$ cat config.mk
export PLATFORM = sky130hd
export DESIGN_NAME = vga_timing_rx
export DESIGN_NICKNAME = d
export VERILOG_FILES = /design/src/rtl/vga_timing_rx.sv
export SDC_FILE = /design/constraint.sdc
export NUM_CORES = 1
export LEC_CHECK = 0
export ABC_AREA = 1
export CAP_MARGIN = 40
export CORE_MARGIN = 3
export CORE_UTILIZATION = 59
export CTS_BUF_LIST = sky130_fd_sc_hd__clkbuf_2 sky130_fd_sc_hd__clkbuf_4 sky130_fd_sc_hd__clkbuf_8
export CTS_CLUSTER_SIZE = 16
export DETAILED_ROUTE_END_ITERATION = 8
export PLACE_DENSITY_LB_ADDON = 0.12
export SLEW_MARGIN = 25
export SYNTH_ARGS = -nofsm -noshare
export SYNTH_HDL_FRONTEND = slang
export SYNTH_SLANG_ARGS = --single-unit
$ cat constraint.sdc
create_clock -name clk_i -period 2.7 [get_ports clk_i]
set_clock_uncertainty 0.1 [all_clocks]
set_input_delay 0.54 -clock clk_i [delete_from_list [all_inputs] [get_ports clk_i]]
set_output_delay 0.54 -clock clk_i [all_outputs]
set_load 0.03 [all_outputs]
$ cat src/rtl/vga_timing_rx.sv
// vga_timing_rx: receive side of the VGA timing interface.
// Registers the incoming sync/de/pixel stream, recovers X/Y coordinates,
// measures line and frame geometry and declares lock once two consecutive
// frames have identical geometry.
// Optional frame CRC output is enabled by defining VGA_RX_FRAME_CRC_EN.
module vga_timing_rx #(
    parameter int HSZ    = 10,
    parameter int VSZ    = 10,
    parameter bit HS_POL = 1'b0,
    parameter bit VS_POL = 1'b0
) (
    input  logic            clk_i,
    input  logic            rstn_i,
    input  logic            i_hsync,
    input  logic            i_vsync,
    input  logic            i_de,
    input  logic [11:0]     i_rgb,
    output logic            o_pix_valid,
    output logic [11:0]     o_pix,
    output logic [HSZ-1:0]  o_x,
    output logic [VSZ-1:0]  o_y,
    output logic            o_line_start,
    output logic            o_frame_start,
    output logic [HSZ-1:0]  o_h_total,
    output logic [HSZ-1:0]  o_h_active,
    output logic [VSZ-1:0]  o_v_total,
    output logic [VSZ-1:0]  o_v_active,
    output logic            o_locked
`ifdef VGA_RX_FRAME_CRC_EN
    ,
    output logic [15:0]     o_frame_crc
`endif
);

    typedef enum logic [1:0] {SEARCH, MEASURE, VERIFY, LOCKED} state_t;

    localparam logic [HSZ-1:0] H_ONE = HSZ'(1);
    localparam logic [HSZ-1:0] H_MAX = '1;
    localparam logic [VSZ-1:0] V_ONE = VSZ'(1);
    localparam logic [VSZ-1:0] V_MAX = '1;
    localparam int             GW    = 2 * HSZ + 2 * VSZ;

    logic hsAct1_q, hsAct2_q, vsAct1_q, vsAct2_q, de1_q, de2_q;
    logic [11:0] rgb1_q;
    logic hsLead, vsLead, deRise, deFall;

    logic            pixValid_q, lineStart_q, frameStart_q, yFirst_q;
    logic [11:0]     pix_q;
    logic [HSZ-1:0]  x_q;
    logic [VSZ-1:0]  y_q;

    logic [HSZ-1:0]  hCnt_q, hCnt_d, haCnt_q, haCnt_d, hFirst_q, hFirst_d;
    logic [HSZ-1:0]  hTot_q, hTot_d, hAct_q, hAct_d;
    logic [VSZ-1:0]  vCnt_q, vCnt_d, vaCnt_q, vaCnt_d, vLine, vaLine;
    logic [VSZ-1:0]  vTot_q, vTot_d, vAct_q, vAct_d;
    logic            lineDe_q, lineDe_d, hHave_q, hHave_d, hMis_q, hMis_d, lineMis;

    state_t          state_q, state_d;
    logic            snapLoad, snapMis_q, frameOk;
    logic [GW-1:0]   snap_q, geomNow;

    assign hsLead = hsAct1_q & ~hsAct2_q;
    assign vsLead = vsAct1_q & ~vsAct2_q;
    assign deRise = de1_q & ~de2_q;
    assign deFall = ~de1_q & de2_q;

    // Input register plus a second stage of the control bits for edge detection
    always_ff @(posedge clk_i or negedge rstn_i) begin
        if (!rstn_i) begin
            hsAct1_q <= 1'b0; hsAct2_q <= 1'b0;
            vsAct1_q <= 1'b0; vsAct2_q <= 1'b0;
            de1_q    <= 1'b0; de2_q    <= 1'b0;
            rgb1_q   <= '0;
        end else begin
            hsAct1_q <= (i_hsync == HS_POL);
            hsAct2_q <= hsAct1_q;
            vsAct1_q <= (i_vsync == VS_POL);
            vsAct2_q <= vsAct1_q;
            de1_q    <= i_de;
            de2_q    <= de1_q;
            rgb1_q   <= i_rgb;
        end
    end

    // Pixel path: registered pixel, sync pulses and saturating X/Y coordinates
    always_ff @(posedge clk_i or negedge rstn_i) begin
        if (!rstn_i) begin
            pixValid_q   <= 1'b0;
            pix_q        <= '0;
            lineStart_q  <= 1'b0;
            frameStart_q <= 1'b0;
            x_q          <= '0;
            y_q          <= '0;
            yFirst_q     <= 1'b0;
        end else begin
            pixValid_q   <= de1_q;
            pix_q        <= rgb1_q;
            lineStart_q  <= hsLead;
            frameStart_q <= vsLead;
            if (deRise) begin
                x_q <= '0;
            end else if (de1_q && x_q != H_MAX) begin
                x_q <= x_q + H_ONE;
            end
            if (deRise && yFirst_q) begin
                y_q      <= '0;
                yFirst_q <= 1'b0;
            end else if (deFall && y_q != V_MAX) begin
                y_q <= y_q + V_ONE;
            end
            if (vsLead) begin
                yFirst_q <= 1'b1;
            end
        end
    end

    // Measurement next state: line processing first, then frame processing
    always_comb begin
        hCnt_d   = (hCnt_q == H_MAX) ? hCnt_q : hCnt_q + H_ONE;
        haCnt_d  = (de1_q && haCnt_q != H_MAX) ? haCnt_q + H_ONE : haCnt_q;
        lineDe_d = lineDe_q | de1_q;
        hFirst_d = hFirst_q;
        hHave_d  = hHave_q;
        hMis_d   = hMis_q;
        hTot_d   = hTot_q;
        hAct_d   = hAct_q;
        vLine    = vCnt_q;
        vaLine   = vaCnt_q;
        vTot_d   = vTot_q;
        vAct_d   = vAct_q;
        if (hsLead) begin
            hTot_d   = hCnt_q;
            hAct_d   = haCnt_q;
            hCnt_d   = H_ONE;
            haCnt_d  = {{(HSZ-1){1'b0}}, de1_q};
            lineDe_d = de1_q;
            vLine    = (vCnt_q == V_MAX) ? vCnt_q : vCnt_q + V_ONE;
            vaLine   = (lineDe_q && vaCnt_q != V_MAX) ? vaCnt_q + V_ONE : vaCnt_q;
            if (!hHave_q) begin
                hFirst_d = hCnt_q;
                hHave_d  = 1'b1;
            end else if (hCnt_q != hFirst_q) begin
                hMis_d = 1'b1;
            end
        end
        lineMis = hMis_d;
        vCnt_d  = vLine;
        vaCnt_d = vaLine;
        if (vsLead) begin
            vTot_d  = vLine;
            vAct_d  = vaLine;
            vCnt_d  = '0;
            vaCnt_d = '0;
            hHave_d = 1'b0;
            hMis_d  = 1'b0;
        end
    end

    assign geomNow = {hTot_d, hAct_d, vLine, vaLine};
    assign frameOk = (geomNow == snap_q) && !lineMis && !snapMis_q;

    // Lock FSM next state; a snapshot taken from an unstable frame never matches
    always_comb begin
        state_d  = state_q;
        snapLoad = 1'b0;
        if (vsLead) begin
            unique case (state_q)
                SEARCH:  state_d = MEASURE;
                MEASURE: begin
                    state_d  = VERIFY;
                    snapLoad = 1'b1;
                end
                VERIFY: begin
                    if (frameOk) state_d = LOCKED;
                    else         snapLoad = 1'b1;
                end
                LOCKED: begin
                    if (!frameOk) begin
                        state_d  = VERIFY;
                        snapLoad = 1'b1;
                    end
                end
                default: state_d = SEARCH;
            endcase
        end else if (vCnt_q == V_MAX) begin
            state_d = SEARCH;
        end
    end

    // Measurement counters, published results, snapshot and FSM state
    always_ff @(posedge clk_i or negedge rstn_i) begin
        if (!rstn_i) begin
            hCnt_q <= '0; haCnt_q <= '0; hFirst_q <= '0;
            hTot_q <= '0; hAct_q  <= '0;
            vCnt_q <= '0; vaCnt_q <= '0;
            vTot_q <= '0; vAct_q  <= '0;
            lineDe_q <= 1'b0; hHave_q <= 1'b0; hMis_q <= 1'b0;
            state_q  <= SEARCH;
            snap_q   <= '0;
            snapMis_q <= 1'b0;
        end else begin
            hCnt_q <= hCnt_d; haCnt_q <= haCnt_d; hFirst_q <= hFirst_d;
            hTot_q <= hTot_d; hAct_q  <= hAct_d;
            vCnt_q <= vCnt_d; vaCnt_q <= vaCnt_d;
            vTot_q <= vTot_d; vAct_q  <= vAct_d;
            lineDe_q <= lineDe_d; hHave_q <= hHave_d; hMis_q <= hMis_d;
            state_q  <= state_d;
            if (snapLoad) begin
                snap_q    <= geomNow;
                snapMis_q <= lineMis;
            end
        end
    end

    assign o_pix_valid   = pixValid_q;
    assign o_pix         = pix_q;
    assign o_x           = x_q;
    assign o_y           = y_q;
    assign o_line_start  = lineStart_q;
    assign o_frame_start = frameStart_q;
    assign o_h_total     = hTot_q;
    assign o_h_active    = hAct_q;
    assign o_v_total     = vTot_q;
    assign o_v_active    = vAct_q;
    assign o_locked      = (state_q == LOCKED);

`ifdef VGA_RX_FRAME_CRC_EN
    logic [15:0] crcAcc_q, crcOut_q;

    function automatic logic [15:0] crcStep(input logic [15:0] crc, input logic [11:0] pix);
        logic [15:0] c;
        logic [15:0] d;
        logic        fb;
        c = crc;
        d = {4'h0, pix};
        for (int i = 15; i >= 0; i--) begin
            fb = c[15] ^ d[i];
            c  = {c[14:0], 1'b0} ^ (fb ? 16'h1021 : 16'h0000);
        end
        return c;
    endfunction

    // CRC-16-CCITT over active pixels, latched and re-seeded at each frame start
    always_ff @(posedge clk_i or negedge rstn_i) begin
        if (!rstn_i) begin
            crcAcc_q <= 16'hFFFF;
            crcOut_q <= '0;
        end else if (vsLead) begin
            crcOut_q <= crcAcc_q;
            crcAcc_q <= de1_q ? crcStep(16'hFFFF, rgb1_q) : 16'hFFFF;
        end else if (de1_q) begin
            crcAcc_q <= crcStep(crcAcc_q, rgb1_q);
        end
    end

    assign o_frame_crc = crcOut_q;
`endif

endmodule

==> results of run 1 <==
## synth_stat cells (all sizes together)
cell type	n
o31ai	3
a221oi	2
buf	20
clkbuf	10
ha	6
nor4	4
inv	155
a211oi	6
xnor2	7
nand4	13
a21oi	21
o21bai	1
nor3	17
nor3b	1
clkinv	1
o211ai	1
xor2	6
nand2b	1
nand3	95
o21ai	94
dfrtp	189
o22ai	6
and3	2
a31oi	2
nand2	322
nor2	91
a22oi	1
nand3b	18
## path summary, 6_finish.rpt
| check | depth (start not counted) | end | slack [ns] | from |
|---|---|---|---|---|
| setup / recovery | 19 | snap_q[9] | -0.1 | vaCnt_q[1] |
| hold / removal | 0 | o_pix[10] | 0.26 | rgb1_q[10] |
| setup reg to reg | 19 | snap_q[9] | -0.1 | vaCnt_q[1] |
| hold reg to reg | 0 | o_pix[10] | 0.26 | rgb1_q[10] |
| max in group asynchronous | 3 | o_pix[11] | 1.31 | rstn_i |
| min in group asynchronous | 2 | o_y[2] | 0.52 | rstn_i |
## power by group
part / total, mW / switching, mW / internal, mW
Clock: 1.90 / 1.18 / 0.717
Sequential: 3.51 / 0.318 / 3.19
Combinational: 1.84 / 1.07 / 0.761
## final cells by class
| class | count | area share, % |
|---|---|---|
| sequential | 189 | 41.9 |
| multi-input combinational | 721 | 32.7 |
| timing repair buffer | 154 | 14.5 |
| inverter | 156 | 5.19 |
| clock buffer | 17 | 2.07 |
| tap | 184 | 2.04 |
| clock inverter | 15 | 1.64 |
## sequential cells by signal (all words and copies together), names as in the netlist, 2 cells and up
signal and flops:
snap_q 40, o_pix 12, rgb1_q 12, hCnt_q 10, hFirst_q 10, haCnt_q 10, o_h_active 10, o_h_total 10
o_v_active 10, o_v_total 10, o_x 10, o_y 10, vCnt_q 10, vaCnt_q 10, state_q 2
## logic make-up after synthesis
| logic type | count (synthesis) | synth area share (%) |
|---|---|---|
| and+or+nand+nor | 564 | 27.6 |
| DFF | 189 | 53.5 |
| buffers and inverters | 186 | 8.36 |
| AOI/OAI and AO/OA | 137 | 8.33 |
| xor gates and xnor gates | 13 | 1.37 |
| adders and majority gates | 6 | 0.848 |
## metal layers
layer / global-route usage, % / routed length (µm) / part of all wire [%]
met1: 34.6 / 9370 / 42
met2: 39.1 / 10600 / 48
met3: 5.77 / 1720 / 7.8
met4: 7.24 / 434 / 2.0
met5: 0 / 0 / 0
## timing repair
action | in CTS | in global routing
pin swaps | 0 | 24
endpoints found under the setup margin | 36 | 43
setup buffers | 0 | 9
hold buffers | 1 | 0
endpoints found under the hold margin | 53 | 0
gates resized for setup | 4 | 97
gates cloned | 0 | 11
==> flow_metrics.py, run 1 <==
metrics = {
    "clock_tree": {
        "cts-buffers-inserted": 17,
        "clkSinkCount": 189,
        "clk_pin_slew_ns": 0.12,
        "clk_path_buf_depth": 2,
        "htree_num_levels": 4,
        "root_buffer": "clkbuf_8",
        "insertion_delay_ns": 0.48,
        "cts_tree": "built",
    },
    "timing": {
        "layout_min_cycle_time_ns": 2.80,
        "setup_viol": 40,
        "finalHoldViolCount": 0,
        "tns_ns": -1.46,
        "post-route-period-util_pct": 104,
        "relSlewSlack_pct": 38.1,
        "fin_ws_ns": -0.0950,
        "fin_hold_ws_ns": 0.257,
        "rsz0062_at_grt": "true",
        "tightestPinTransition_ns": 0.925,
        "slew_violations": 0,
        "max_freq_mhz": 358,
    },
    "synth": {
        "synth-seq-area-share_pct": 53.5,
        "yosysTopAreaCell": "dfrtp_1",
        "syn_inst": 1095,
        "synth_nets": 1118,
        "yosysUniqueCellTypes": 41,
        "yosys_warnings": 0,
        "synth_seq_cells": 189,
        "synthTopCellsByArea": "dfrtp_1 53%, nand2_1 13%, inv_1 6.4%",
        "syn_area_um2": 8850,
        "syn_avg_cell_area_um2": 8.08,
        "synth_top_area_share_pct": 53.5,
    },
    "global_route": {
        "antenna_found_initial": 0,
        "grt_pass1_vias": 7120,
        "grt_pass1_wl_um": 32900,
        "grt_max_degree": 58,
        "grt_usage_pct": 24.8,
        "grt.overflow.total": 0,
    },
    "die": {
        "die_h_um": 128,
        "start_util_pct": 60.7,
        "num_rows": 44,
        "ioPinCount": 93,
        "die_area_um2": 16500,
        "die_width_um": 128,
        "core-area_um2": 14600,
    },
    "place": {
        "dp_hpwl_um": 13900,
        "finalWeightedCongestion": 0.940,
        "dp.cells": 1383,
        "io_buffers": 92,
        "post_dp_cell_area_um2": 10300,
        "dp_slack_ns": -0.0474,
    },
    "power": {
        "p_total_mw": 7.25,
        "p_leak_nw": 5.39,
        "powerDensity_nw_per_um2": 642,
        "peakVddDrop_mv": 0.584,
    },
    "critical_path": {
        "critPathBufInv": 2,
        "required_ns": 3.01,
        "cpMostUsedCell": "nand2_2",
        "critical_path_peak_fanout": 8,
        "critical_path.startpoint_type": "flop",
        "end_kind": "flop",
        "worstPathCellList": "ha_2 > nand2_2 > nor2_4 > nand3_4 > buf_6 > nand2_2 > nand2_2 > nand2_2 > nand2_1 > nand2_2 > nand3_4 > nor2_4 > nand3_2 > nor2_4 > nand3_4 > nand2_8 > clkbuf_16 > nand2_2 > o21ai_1",
        "cp.arrival_ns": 3.10,
        "critPathMaxStageDelay_ns": 0.41,
        "critPathTopFamily": "simple AND/OR/NAND/NOR gates",
        "crit_type": "reg -> reg",
        "slowest_stage": "dfrtp_1",
    },
    "route": {
        "wl_um": 22100,
        "vias_per_cell": 5.52,
        "first_pass_iters": 5,
        "route.detailed.drc": 0,
        "postRouteAntennaNets": 0,
        "vias": 7921,
        "drt_iter0_markers": 682,
        "post_drt_wl_per_cell_um": 15.4,
    },
    "cells_and_area": {
        "final_cells": 1436,
        "final_util_pct": 77.4,
        "mostFrequentLayoutCell": "nand2_1",
        "multiInputGateArea_um2": 3690,
        "num_antenna_cells": 0,
        "final_nets": 1262,
        "drive_above_1_share_pct": 15.2,
        "mostFrequentLayoutCells": "278 x nand2_1, 188 x dfrtp_1, 150 x inv_1, 91 x clkdlybuf4s50_1, 85 x nand3_1",
        "fillers": 1028,
        "ff_latch_area_um2": 4730,
        "design_area_um2": 11300,
        "syn2layout_area_growth_pct": 27.6,
    },
    "hold_path": {
        "min_path_type": "reg -> reg",
    },
    "outcome": {
        "violations": "setup timing",
        "status": "finished, violations left",
    },
    "job": {
        "max_cap_viol_count": 0,
    },
}
Note: power is estimated with default switching activity, not from simulation.
==> run 2: changes to the inputs <==
--- a/config.mk
+++ b/config.mk
@@ -12,6 +12,7 @@
 export CTS_BUF_LIST = sky130_fd_sc_hd__clkbuf_2 sky130_fd_sc_hd__clkbuf_4 sky130_fd_sc_hd__clkbuf_8
 export CTS_CLUSTER_SIZE = 16
 export DETAILED_ROUTE_END_ITERATION = 8
+export HOLD_SLACK_MARGIN = 0.03
 export PLACE_DENSITY_LB_ADDON = 0.12
 export SLEW_MARGIN = 25
 export SYNTH_ARGS = -nofsm -noshare
==> results of run 2 <==
Final layout, timing and power as in run 1 (identical DEF).
